==> src/rtl/gpio_axil_if.sv <==
// AXI4-Lite port bundle for the GPIO bank; the bus master drives the request side.
interface gpio_axil_if #(
  parameter int unsigned ADDR_WIDTH = 5,
  parameter int unsigned DATA_WIDTH = 32
);
  localparam int unsigned STRB_WIDTH = DATA_WIDTH / 8;

  logic [ADDR_WIDTH-1:0] awaddr;
  logic [2:0]            awprot;
  logic                  awvalid;
  logic                  awready;
  logic [DATA_WIDTH-1:0] wdata;
  logic [STRB_WIDTH-1:0] wstrb;
  logic                  wvalid;
  logic                  wready;
  logic [1:0]            bresp;
  logic                  bvalid;
  logic                  bready;
  logic [ADDR_WIDTH-1:0] araddr;
  logic [2:0]            arprot;
  logic                  arvalid;
  logic                  arready;
  logic [DATA_WIDTH-1:0] rdata;
  logic [1:0]            rresp;
  logic                  rvalid;
  logic                  rready;

  modport master (
    output awaddr, awprot, awvalid, wdata, wstrb, wvalid, bready,
           araddr, arprot, arvalid, rready,
    input  awready, wready, bresp, bvalid, arready, rdata, rresp, rvalid
  );

  modport slave (
    input  awaddr, awprot, awvalid, wdata, wstrb, wvalid, bready,
           araddr, arprot, arvalid, rready,
    output awready, wready, bresp, bvalid, arready, rdata, rresp, rvalid
  );
endinterface

==> src/rtl/gpio_axil.sv <==
// AXI4-Lite GPIO bank: DATA_OUT/DIR/DATA_IN, atomic SET/CLR, byte strobes, input synchronisers.
// Define GPIO_IRQ_EN to add edge-triggered interrupts (IRQ_EN/IRQ_STATUS/IRQ_EDGE and irq).
module gpio_axil #(
  parameter int unsigned ADDR_WIDTH  = 5,
  parameter int unsigned DATA_WIDTH  = 32,
  parameter int unsigned STRB_WIDTH  = DATA_WIDTH / 8,
  parameter int unsigned NUM_PINS    = 32,
  parameter int unsigned SYNC_STAGES = 2
) (
  input  logic                clk,
  input  logic                rst,
  gpio_axil_if.slave          s_axil,
  output logic [NUM_PINS-1:0] gpio_o,
  output logic [NUM_PINS-1:0] gpio_oe,
  input  logic [NUM_PINS-1:0] gpio_i,
  output logic                irq
);

  localparam logic [0:0] W_IDLE = 1'b0;
  localparam logic [0:0] W_RESP = 1'b1;
  localparam logic [0:0] R_IDLE = 1'b0;
  localparam logic [0:0] R_RESP = 1'b1;

  localparam logic [2:0] IDX_DOUT = 3'd0;
  localparam logic [2:0] IDX_DIR  = 3'd1;
  localparam logic [2:0] IDX_DIN  = 3'd2;
  localparam logic [2:0] IDX_SET  = 3'd3;
  localparam logic [2:0] IDX_CLR  = 3'd4;
  localparam logic [2:0] IDX_EN   = 3'd5;
  localparam logic [2:0] IDX_STS  = 3'd6;
  localparam logic [2:0] IDX_EDGE = 3'd7;

  logic [0:0]            wstate_q, wstate_d, rstate_q, rstate_d;
  logic                  aw_held_q, aw_held_d, w_held_q, w_held_d;
  logic [2:0]            aw_idx_q, aw_idx_d;
  logic [NUM_PINS-1:0]   w_data_q, w_data_d, w_mask_q, w_mask_d;
  logic                  awready_q, awready_d, wready_q, wready_d, bvalid_q, bvalid_d;
  logic                  arready_q, arready_d, rvalid_q, rvalid_d;
  logic [DATA_WIDTH-1:0] rdata_q, rdata_d;
  logic [NUM_PINS-1:0]   dout_q, dout_d, dir_q, dir_d;
  logic [NUM_PINS-1:0]   sync_q [SYNC_STAGES];
  logic [NUM_PINS-1:0]   sync_d [SYNC_STAGES];

  logic [STRB_WIDTH-1:0] wstrb_c;
  logic [NUM_PINS-1:0]   strb_mask_c, wr_bits_c, data_in_c;
  logic                  wr_en_c;
  logic [DATA_WIDTH-1:0] rd_val_c;
  logic                  unused_c;

  assign wstrb_c   = s_axil.wstrb;
  assign wr_bits_c = w_data_q & w_mask_q;
  assign data_in_c = sync_q[SYNC_STAGES-1];
  assign unused_c  = ^{s_axil.awprot, s_axil.arprot, s_axil.awaddr, s_axil.araddr, s_axil.wdata};

  // Byte strobes expanded to a per-pin mask, truncated to the implemented pins
  always_comb begin
    strb_mask_c = '0;
    for (int i = 0; i < int'(NUM_PINS); i++) strb_mask_c[i] = wstrb_c[i / 8];
  end

  // Write channel: AW and W captured independently, update fires once both are held
  always_comb begin
    wstate_d  = wstate_q;
    aw_held_d = aw_held_q;
    aw_idx_d  = aw_idx_q;
    w_held_d  = w_held_q;
    w_data_d  = w_data_q;
    w_mask_d  = w_mask_q;
    awready_d = awready_q;
    wready_d  = wready_q;
    bvalid_d  = bvalid_q;
    wr_en_c   = 1'b0;
    case (wstate_q)
      W_IDLE: begin
        if (aw_held_q && w_held_q) begin
          wr_en_c   = 1'b1;
          aw_held_d = 1'b0;
          w_held_d  = 1'b0;
          bvalid_d  = 1'b1;
          awready_d = 1'b0;
          wready_d  = 1'b0;
          wstate_d  = W_RESP;
        end else begin
          if (awready_q && s_axil.awvalid) begin
            aw_held_d = 1'b1;
            aw_idx_d  = s_axil.awaddr[4:2];
          end
          if (wready_q && s_axil.wvalid) begin
            w_held_d = 1'b1;
            w_data_d = s_axil.wdata[NUM_PINS-1:0];
            w_mask_d = strb_mask_c;
          end
          awready_d = !aw_held_d;
          wready_d  = !w_held_d;
        end
      end
      W_RESP: begin
        if (s_axil.bready) begin
          bvalid_d  = 1'b0;
          awready_d = 1'b1;
          wready_d  = 1'b1;
          wstate_d  = W_IDLE;
        end
      end
      default: wstate_d = W_IDLE;
    endcase
  end

  // Output registers: plain rw, SET ORs in, CLR clears, all under the byte mask
  always_comb begin
    dout_d = dout_q;
    dir_d  = dir_q;
    if (wr_en_c) begin
      case (aw_idx_q)
        IDX_DOUT: dout_d = (dout_q & ~w_mask_q) | wr_bits_c;
        IDX_DIR:  dir_d  = (dir_q & ~w_mask_q) | wr_bits_c;
        IDX_SET:  dout_d = dout_q | wr_bits_c;
        IDX_CLR:  dout_d = dout_q & ~wr_bits_c;
        default:  ;
      endcase
    end
  end

  always_comb begin
    sync_d[0] = gpio_i;
    for (int i = 1; i < int'(SYNC_STAGES); i++) sync_d[i] = sync_q[i-1];
  end

`ifdef GPIO_IRQ_EN
  localparam int unsigned       ARM_W    = $clog2(SYNC_STAGES + 2);
  localparam logic [ARM_W-1:0]  ARM_DONE = ARM_W'(SYNC_STAGES + 1);

  logic [NUM_PINS-1:0] irq_en_q, irq_en_d, irq_sts_q, irq_sts_d, irq_edge_q, irq_edge_d;
  logic [NUM_PINS-1:0] prev_q, prev_d, hit_c;
  logic [ARM_W-1:0]    arm_q, arm_d;
  logic                irq_q, irq_d;

  // Edge detector stays masked until the synchroniser has flushed its reset contents
  always_comb begin
    irq_en_d   = irq_en_q;
    irq_edge_d = irq_edge_q;
    irq_sts_d  = irq_sts_q;
    prev_d     = data_in_c;
    arm_d      = (arm_q == ARM_DONE) ? arm_q : arm_q + ARM_W'(1);
    hit_c      = '0;
    if (arm_q == ARM_DONE)
      hit_c = (irq_edge_q & data_in_c & ~prev_q) | (~irq_edge_q & ~data_in_c & prev_q);
    if (wr_en_c) begin
      case (aw_idx_q)
        IDX_EN:   irq_en_d   = (irq_en_q & ~w_mask_q) | wr_bits_c;
        IDX_EDGE: irq_edge_d = (irq_edge_q & ~w_mask_q) | wr_bits_c;
        IDX_STS:  irq_sts_d  = irq_sts_q & ~wr_bits_c;
        default:  ;
      endcase
    end
    // A new edge wins over a simultaneous W1C of the same bit
    irq_sts_d = irq_sts_d | hit_c;
    irq_d     = |(irq_sts_q & irq_en_q);
  end

  always_ff @(posedge clk or posedge rst) begin
    if (rst) begin
      irq_en_q   <= '0;
      irq_edge_q <= '0;
      irq_sts_q  <= '0;
      prev_q     <= '0;
      arm_q      <= '0;
      irq_q      <= 1'b0;
    end else begin
      irq_en_q   <= irq_en_d;
      irq_edge_q <= irq_edge_d;
      irq_sts_q  <= irq_sts_d;
      prev_q     <= prev_d;
      arm_q      <= arm_d;
      irq_q      <= irq_d;
    end
  end

  assign irq = irq_q;
`else
  assign irq = 1'b0;
`endif

  always_comb begin
    rd_val_c = '0;
    case (s_axil.araddr[4:2])
      IDX_DOUT: rd_val_c = DATA_WIDTH'(dout_q);
      IDX_DIR:  rd_val_c = DATA_WIDTH'(dir_q);
      IDX_DIN:  rd_val_c = DATA_WIDTH'(data_in_c);
`ifdef GPIO_IRQ_EN
      IDX_EN:   rd_val_c = DATA_WIDTH'(irq_en_q);
      IDX_STS:  rd_val_c = DATA_WIDTH'(irq_sts_q);
      IDX_EDGE: rd_val_c = DATA_WIDTH'(irq_edge_q);
`endif
      default:  rd_val_c = '0;
    endcase
  end

  // Read channel: sample register on AR handshake, hold rdata/rvalid until rready
  always_comb begin
    rstate_d  = rstate_q;
    arready_d = arready_q;
    rvalid_d  = rvalid_q;
    rdata_d   = rdata_q;
    case (rstate_q)
      R_IDLE: begin
        arready_d = 1'b1;
        if (arready_q && s_axil.arvalid) begin
          rdata_d   = rd_val_c;
          rvalid_d  = 1'b1;
          arready_d = 1'b0;
          rstate_d  = R_RESP;
        end
      end
      R_RESP: begin
        if (s_axil.rready) begin
          rvalid_d  = 1'b0;
          arready_d = 1'b1;
          rstate_d  = R_IDLE;
        end
      end
      default: rstate_d = R_IDLE;
    endcase
  end

  always_ff @(posedge clk or posedge rst) begin
    if (rst) begin
      wstate_q  <= W_IDLE;
      rstate_q  <= R_IDLE;
      aw_held_q <= 1'b0;
      w_held_q  <= 1'b0;
      aw_idx_q  <= '0;
      w_data_q  <= '0;
      w_mask_q  <= '0;
      awready_q <= 1'b0;
      wready_q  <= 1'b0;
      bvalid_q  <= 1'b0;
      arready_q <= 1'b0;
      rvalid_q  <= 1'b0;
      rdata_q   <= '0;
      dout_q    <= '0;
      dir_q     <= '0;
      for (int i = 0; i < int'(SYNC_STAGES); i++) sync_q[i] <= '0;
    end else begin
      wstate_q  <= wstate_d;
      rstate_q  <= rstate_d;
      aw_held_q <= aw_held_d;
      w_held_q  <= w_held_d;
      aw_idx_q  <= aw_idx_d;
      w_data_q  <= w_data_d;
      w_mask_q  <= w_mask_d;
      awready_q <= awready_d;
      wready_q  <= wready_d;
      bvalid_q  <= bvalid_d;
      arready_q <= arready_d;
      rvalid_q  <= rvalid_d;
      rdata_q   <= rdata_d;
      dout_q    <= dout_d;
      dir_q     <= dir_d;
      for (int i = 0; i < int'(SYNC_STAGES); i++) sync_q[i] <= sync_d[i];
    end
  end

  assign gpio_o         = dout_q;
  assign gpio_oe        = dir_q;
  assign s_axil.awready = awready_q;
  assign s_axil.wready  = wready_q;
  assign s_axil.bvalid  = bvalid_q;
  assign s_axil.bresp   = 2'b00;
  assign s_axil.arready = arready_q;
  assign s_axil.rvalid  = rvalid_q;
  assign s_axil.rdata   = rdata_q;
  assign s_axil.rresp   = 2'b00;

endmodule
==> src/flat_wrapper.sv <==
// flat-port wrapper written by rule: the top's interface ports become plain ports
module gpio_axil_flat 
#(
  parameter int unsigned ADDR_WIDTH  = 5,
  parameter int unsigned DATA_WIDTH  = 32,
  parameter int unsigned STRB_WIDTH  = DATA_WIDTH / 8,
  parameter int unsigned NUM_PINS    = 32,
  parameter int unsigned SYNC_STAGES = 2
)
  (clk, rst, gpio_o, gpio_oe, gpio_i, irq, s_axil_awaddr, s_axil_awprot, s_axil_awvalid, s_axil_wdata, s_axil_wstrb, s_axil_wvalid, s_axil_bready, s_axil_araddr, s_axil_arprot, s_axil_arvalid, s_axil_rready, s_axil_awready, s_axil_wready, s_axil_bresp, s_axil_bvalid, s_axil_arready, s_axil_rdata, s_axil_rresp, s_axil_rvalid);
  gpio_axil_if #(.ADDR_WIDTH(ADDR_WIDTH), .DATA_WIDTH(DATA_WIDTH)) s_axil_i ();
  input  logic clk;
  input  logic rst;
  output logic [NUM_PINS-1:0] gpio_o;
  output logic [NUM_PINS-1:0] gpio_oe;
  input  logic [NUM_PINS-1:0] gpio_i;
  output logic irq;
  input wire logic [$bits(s_axil_i.awaddr)-1:0] s_axil_awaddr;
  input wire logic [$bits(s_axil_i.awprot)-1:0] s_axil_awprot;
  input wire logic [$bits(s_axil_i.awvalid)-1:0] s_axil_awvalid;
  input wire logic [$bits(s_axil_i.wdata)-1:0] s_axil_wdata;
  input wire logic [$bits(s_axil_i.wstrb)-1:0] s_axil_wstrb;
  input wire logic [$bits(s_axil_i.wvalid)-1:0] s_axil_wvalid;
  input wire logic [$bits(s_axil_i.bready)-1:0] s_axil_bready;
  input wire logic [$bits(s_axil_i.araddr)-1:0] s_axil_araddr;
  input wire logic [$bits(s_axil_i.arprot)-1:0] s_axil_arprot;
  input wire logic [$bits(s_axil_i.arvalid)-1:0] s_axil_arvalid;
  input wire logic [$bits(s_axil_i.rready)-1:0] s_axil_rready;
  output wire logic [$bits(s_axil_i.awready)-1:0] s_axil_awready;
  output wire logic [$bits(s_axil_i.wready)-1:0] s_axil_wready;
  output wire logic [$bits(s_axil_i.bresp)-1:0] s_axil_bresp;
  output wire logic [$bits(s_axil_i.bvalid)-1:0] s_axil_bvalid;
  output wire logic [$bits(s_axil_i.arready)-1:0] s_axil_arready;
  output wire logic [$bits(s_axil_i.rdata)-1:0] s_axil_rdata;
  output wire logic [$bits(s_axil_i.rresp)-1:0] s_axil_rresp;
  output wire logic [$bits(s_axil_i.rvalid)-1:0] s_axil_rvalid;
  assign s_axil_i.awaddr = s_axil_awaddr;
  assign s_axil_i.awprot = s_axil_awprot;
  assign s_axil_i.awvalid = s_axil_awvalid;
  assign s_axil_i.wdata = s_axil_wdata;
  assign s_axil_i.wstrb = s_axil_wstrb;
  assign s_axil_i.wvalid = s_axil_wvalid;
  assign s_axil_i.bready = s_axil_bready;
  assign s_axil_i.araddr = s_axil_araddr;
  assign s_axil_i.arprot = s_axil_arprot;
  assign s_axil_i.arvalid = s_axil_arvalid;
  assign s_axil_i.rready = s_axil_rready;
  assign s_axil_awready = s_axil_i.awready;
  assign s_axil_wready = s_axil_i.wready;
  assign s_axil_bresp = s_axil_i.bresp;
  assign s_axil_bvalid = s_axil_i.bvalid;
  assign s_axil_arready = s_axil_i.arready;
  assign s_axil_rdata = s_axil_i.rdata;
  assign s_axil_rresp = s_axil_i.rresp;
  assign s_axil_rvalid = s_axil_i.rvalid;
  gpio_axil #(.ADDR_WIDTH(ADDR_WIDTH), .DATA_WIDTH(DATA_WIDTH), .STRB_WIDTH(STRB_WIDTH), .NUM_PINS(NUM_PINS), .SYNC_STAGES(SYNC_STAGES)) u_core (.clk(clk), .rst(rst), .s_axil(s_axil_i), .gpio_o(gpio_o), .gpio_oe(gpio_oe), .gpio_i(gpio_i), .irq(irq));
endmodule
==> config.mk <==
export PLATFORM = sky130hd
export DESIGN_NAME = gpio_axil_flat
export DESIGN_NICKNAME = d
export VERILOG_FILES = /design/src/rtl/gpio_axil_if.sv /design/src/rtl/gpio_axil.sv /design/src/flat_wrapper.sv
export SDC_FILE = /design/constraint.sdc
export NUM_CORES = 1
export LEC_CHECK = 0
export CAP_MARGIN = 25
export CELL_PAD_IN_SITES_DETAIL_PLACEMENT = 1
export CELL_PAD_IN_SITES_GLOBAL_PLACEMENT = 2
export CORE_ASPECT_RATIO = 0.8
export CORE_MARGIN = 2
export CORE_UTILIZATION = 37
export DETAILED_ROUTE_END_ITERATION = 10
export PLACE_DENSITY_LB_ADDON = 0.1
export SLEW_MARGIN = 10
export SYNTH_ARGS = -nofsm -noshare
export SYNTH_HDL_FRONTEND = slang
export SYNTH_SLANG_ARGS = --single-unit
==> constraint.sdc <==
create_clock -name clk -period 14.2 [get_ports clk]
set_input_delay 2.13 -clock clk [delete_from_list [all_inputs] [get_ports clk]]
set_output_delay 2.13 -clock clk [all_outputs]
set_load 0.005 [all_outputs]
# After elaboration in Yosys (flattened, before gate mapping)
# Index checks and enable logic that the tools add are counted.
dict set report word_totals {
  elab_cells 85
  reg_bits 229
  out_inout_bits 106
  inputBits 91
}
dict set report classes {
  n_mux 31
  bitwise 12
  n_reduce_logical 16
  n_eq_ne 9
}
# cell count
set op_table {}
lappend op_table {{$pmux 32 s3} 2}
lappend op_table {{$and 32x32->32} 4}
lappend op_table {{$or 32x32->32} 3}
lappend op_table {{$not 32->32} 2}
lappend op_table {{$mux 1} 22}
lappend op_table {{$pmux 1 s2} 7}
lappend op_table {{$reduce_and 2->1} 5}
lappend op_table {{$eq 3x1->1 const B} 2}
lappend op_table {{$eq 3x2->1 const B} 2}
lappend op_table {{$logic_not 3->1} 2}
lappend op_table {{$reduce_and 3->1} 2}
lappend op_table {{$logic_and 1x1->1} 4}
lappend op_table {{$ne 2x1->1 const B} 2}
lappend op_table {{$ne 2x2->1 const B} 2}
lappend op_table {{$eq 3x3->1 const B} 1}
lappend op_table {{$not 1->1} 3}
lappend op_table {{$reduce_bool 3->1} 1}
lappend op_table {{$logic_not 1->1} 2}

# Logic depth before layout (Yosys ltp)
dict set report depth {
  word_depth 7
  mapped_depth 6
  ltp_nobuf 3
}

# Worst setup path before layout
# No wires, ideal clock.
dict set report synth_timing {
  path_kind {input-to-reg}
  startpoint {in s_axil_araddr[3]}
  endpoint {reg u_core.rdata_q[0], in the netlist u_core.s_axil.rdata[0]}
  setup_time_ps 121
  cell_stages 5
  slack_ps 11066
  t_arrival_ps 3013
  path_buffers 2
  required_ps 14079
  cell_sequence {buf_2 > buf_2 > mux2i_1 > o2bb2ai_1 > a22o_1}
}
dict set report synth_between {
  elab_chain_len 2
  word_cells_on_any_way 4
  cone_classes {eq/ne (2); mux (1); reduce/logical (1)}
}
# element line
set synth_rtl {}
lappend synth_rtl {{start: declaration} flat_wrapper.sv:25} ;# input wire logic [$bits(s_axil_i.araddr)-1:0] s_axil_araddr;
lappend synth_rtl {{$eq 3x2->1, or another cell as far along} gpio_axil.sv:186} ;# case (s_axil.araddr[4:2])
lappend synth_rtl {{$pmux 32 s3 *} gpio_axil.sv:186}
lappend synth_rtl {{end signal: assignment} gpio_axil.sv:257} ;# rdata_q <= rdata_d;
lappend synth_rtl {{end: declaration} gpio_axil.sv:39} ;# logic [DATA_WIDTH-1:0] rdata_q, rdata_d;
# Mark *: on every way between the ends. The rest lies on a longest branch, timed or not.
# A chain may end at the register's enable or synchronous reset.

# Worst setup path in the final report
dict set report layout_timing {
  startpoint {in s_axil_arvalid}
  endpoint {reg u_core.rdata_q[19], in the netlist u_core.s_axil.rdata[19]}
}
dict set report layout_between {
  elab_chain_len 2
}
# element line
set layout_rtl {}
lappend layout_rtl {{start: declaration} flat_wrapper.sv:27} ;# input wire logic [$bits(s_axil_i.arvalid)-1:0] s_axil_arvalid;
lappend layout_rtl {{$logic_and 1x1->1} gpio_axil.sv:208} ;# if (arready_q && s_axil.arvalid) begin
lappend layout_rtl {{$reduce_and 2->1 (no source line)} -}
# Every way passes these cells.

==> metrics.md <==
| Metric | Value |
|---|---|
| Final count of hold timing violations | 0 |
| CTS clock-pin slew for the worst setup and hold paths | 0.06 ns |
| Final wirelength | 24.22 mm |
| CP startpoint kind | primary input |
| GRT Util Overall | 20.11% |
| Post-synth EDFFs | 0 |
| Layout cells sized above 1 | 15.76% |
| Setup_tns | 0 ns |
| Ys flop type | dfrtp_1 |
| Crit path required time | 14.62 ns |
| Ys Warns | 0 |
| CTS Buf Count | 22 |
| Post-synthesis simple-gate area fraction | 8.285% |
| # DRC | 0 |
| Area of placed instances | 10680 um2 |
| Post-CTS sizing | 0 |
| Pleak | 5.006 nW |
| Peak VDD IR | 81.31 uV |
| Setup CP Type | primary input to flop |
| HP Class | flop to flop |
| Crit path max fanout | 36 |
| CP arrival | 4.26 ns |
| First drt pass iteration count | 4 |
| Yosys reg bits | 208 |
| Die area | 24470 um2 |
| Slew HR | 43.18% |
| Compound-gate portion of the synthesized area | 11.97% |
| Final period utilization | 27.04% |
| Core Area | 22620 um2 |
| Most common cell after layout, fill and taps aside | dfrtp_1 |
| Nets | 863 |
| Pwr dens | 207.9 nW/um2 |
| Synthesis-to-layout area growth | 33.28% |
| Max-Cap Viols | 0 |
| Clk_lat worst skew | 0.51 ns |
| Die width | 174.4 um |
| Vias per inst | 5.226 |
| Post-synthesis adder-cell area fraction | 0% |
| RSZ-0062 raised after global routing | no |
| Gpl congestion | 0.7664 |
| Final Setup Violations | 0 |
| Syn Area/Cell | 14.37 um2 |
| Post-synthesis mux area share | 15.70% |
| Row count | 49 |
| IO Pins | 197 |
| Die H | 140.3 um |
| Vias in the first global route | 6509 |
| Hold path depth | 0 |
| Most frequent cells in the layout | dfrtp_1, clkdlybuf4s50_1, mux2_4 |
| F_max | 0.2604 GHz |
| H-Tree Depth | 1 |
| Ys async rst share | 100.0% |
| XOR/XNOR Fraction of Synth Area | 0.1893% |
| R2r worst-path depth | 4 |
| Iter 0 DRT Violations | 303 |
| Clk_skew | 0.01182 ns |
| Largest family of logic cells by synthesized area | multiplexers |
| Clock Path Buffers | 3 |
| Mapped Area | 8593 um2 |
| Largest net degree at the start of global routing | 148 |
| # Post-CTS Setup Buffers | 0 |
| Fin. max-slew vios | 0 |
| CTS tree | yes |
| PortBufs | 181 |
| Worst slew pin tran | 0.8505 ns |
| First-pass GRT wire length | 38.41 mm |
| Status | completed |
| Initial core utilization | 37.98% |
| N_diodes | 0 |
| CTS Hold Buffers Added | 0 |
| Sequential area share after synthesis | 60.57% |
| CTS root buf | clkbuf_16 |
| Total number of vias | 5712 |
| Clock Sinks | 208 |
| Initial antenna violation count | 0 |
| Post-detail-place hpwl | 15.14 mm |
| Cells after Synth | 598 |
| Global route overflow | 0 |
| CP endpoint kind | flop |
| Post-DRT Antenna Nets | 0 |
| Finished Cell Area | 11450 um2 |
| Yosys cell types | 37 |
| Avg WL per Cell | 22.16 um |
| Crit path time final | 3.840 ns |
==> layer usage <==
layer  GRT usage, %  vias to the layer above  routed length (um)
met1          28.21                     2995               11270
met5              0                        -                   0
met3          3.827                       38                1239
met2          32.33                      162               11230
li1               -                     2517                   -
met4          5.042                        0                 478
==> layout make-up <==
class	count	area (um2)
clock inverters	2	35.03
well taps	306	382.9
flip-flops and latches	208	5205
repair buffers	189	1942
inverters	4	22.52
fillers	2232	11170
multi-input cells	347	3158
clock buffers	37	708.2
==> worst max-delay path: stages <==
cell	delay, ns
clkdlybuf4s50_1	0.50
nand3b_4	0.47
a211oi_4	0.36
buf_4	0.48
a22o_1	0.25
==> path summary, 6_finish.rpt <==
path                                        start                      end  slack [ns]
min in group asynchronous                     rst     u_core.data_in_c[31]        2.04
worst max-delay path               s_axil_arvalid  u_core.s_axil.rdata[19]       10.36
worst min register to register  u_core.sync_d[26]     u_core.data_in_c[26]        0.35
max in group asynchronous                     rst      u_core.w_data_q[25]       10.50
worst min-delay path            u_core.sync_d[26]     u_core.data_in_c[26]        0.35
worst max register to register    u_core.rstate_q  u_core.s_axil.rdata[19]       12.00
==> report_power, final <==
group / switching, W / internal [W] / total (W)
logic: 0.000322 / 0.000487 / 0.000809
clock network: 0.000233 / 0.000356 / 0.000588
registers: 0.000213 / 0.000770 / 0.000983
total: 0.000767 / 0.00161 / 0.00238
==> cell families (layout without fill, tap and decap cells) <==
family	count (synthesis)	in the layout
DFF	208	208
muxes	103	103
AOI/OAI and AO/OA	116	116
other	1	5
xor gates and xnor gates	1	1
and+or+nand+nor	122	122
buffers and inverters	47	232
==> cells in the mapped netlist (2+ instances only) <==
master,number,share of area (%)
a211o_1,3,0.31
a21oi_1,8,0.47
a221o_1,29,3.4
a22o_1,32,3.3
and3b_2,2,0.23
buf_2,13,0.76
buf_4,7,0.61
buf_6,8,1.0
clkbuf_1,14,0.61
dfrtp_1,208,61
inv_1,4,0.17
mux2_1,10,1.3
mux2_4,61,11
mux2i_1,32,3.7
nand2_1,37,1.6
nand2b_1,3,0.22
nand3_4,5,1.0
nor2_1,5,0.22
nor2b_1,32,2.3
nor3_1,32,1.9
o211ai_2,4,0.58
o21ai_0,2,0.12
o2bb2ai_1,33,3.4
==> through the flow <==
| step | hold WS, ns | setup slack [ns] | utilization [%] | cells | power [W] |
|---|---|---|---|---|---|
| global placement | 0.3322 | 9.935 | 46.86 | 1050 | 0.001744 |
| global route | 0.3501 | 10.21 | 50.63 | 1093 | 0.002513 |
| CTS | 0.3481 | 10.35 | 50.51 | 1092 | 0.002413 |
| detailed placement | 0.3356 | 9.833 | 47.22 | 1053 | 0.001807 |
| floorplan | 0.3312 | 6.389 | - | 602 | 0.001404 |
| finish | 0.3471 | 10.36 | 50.63 | 1093 | 0.002381 |
(Power assumes the default switching activity.)
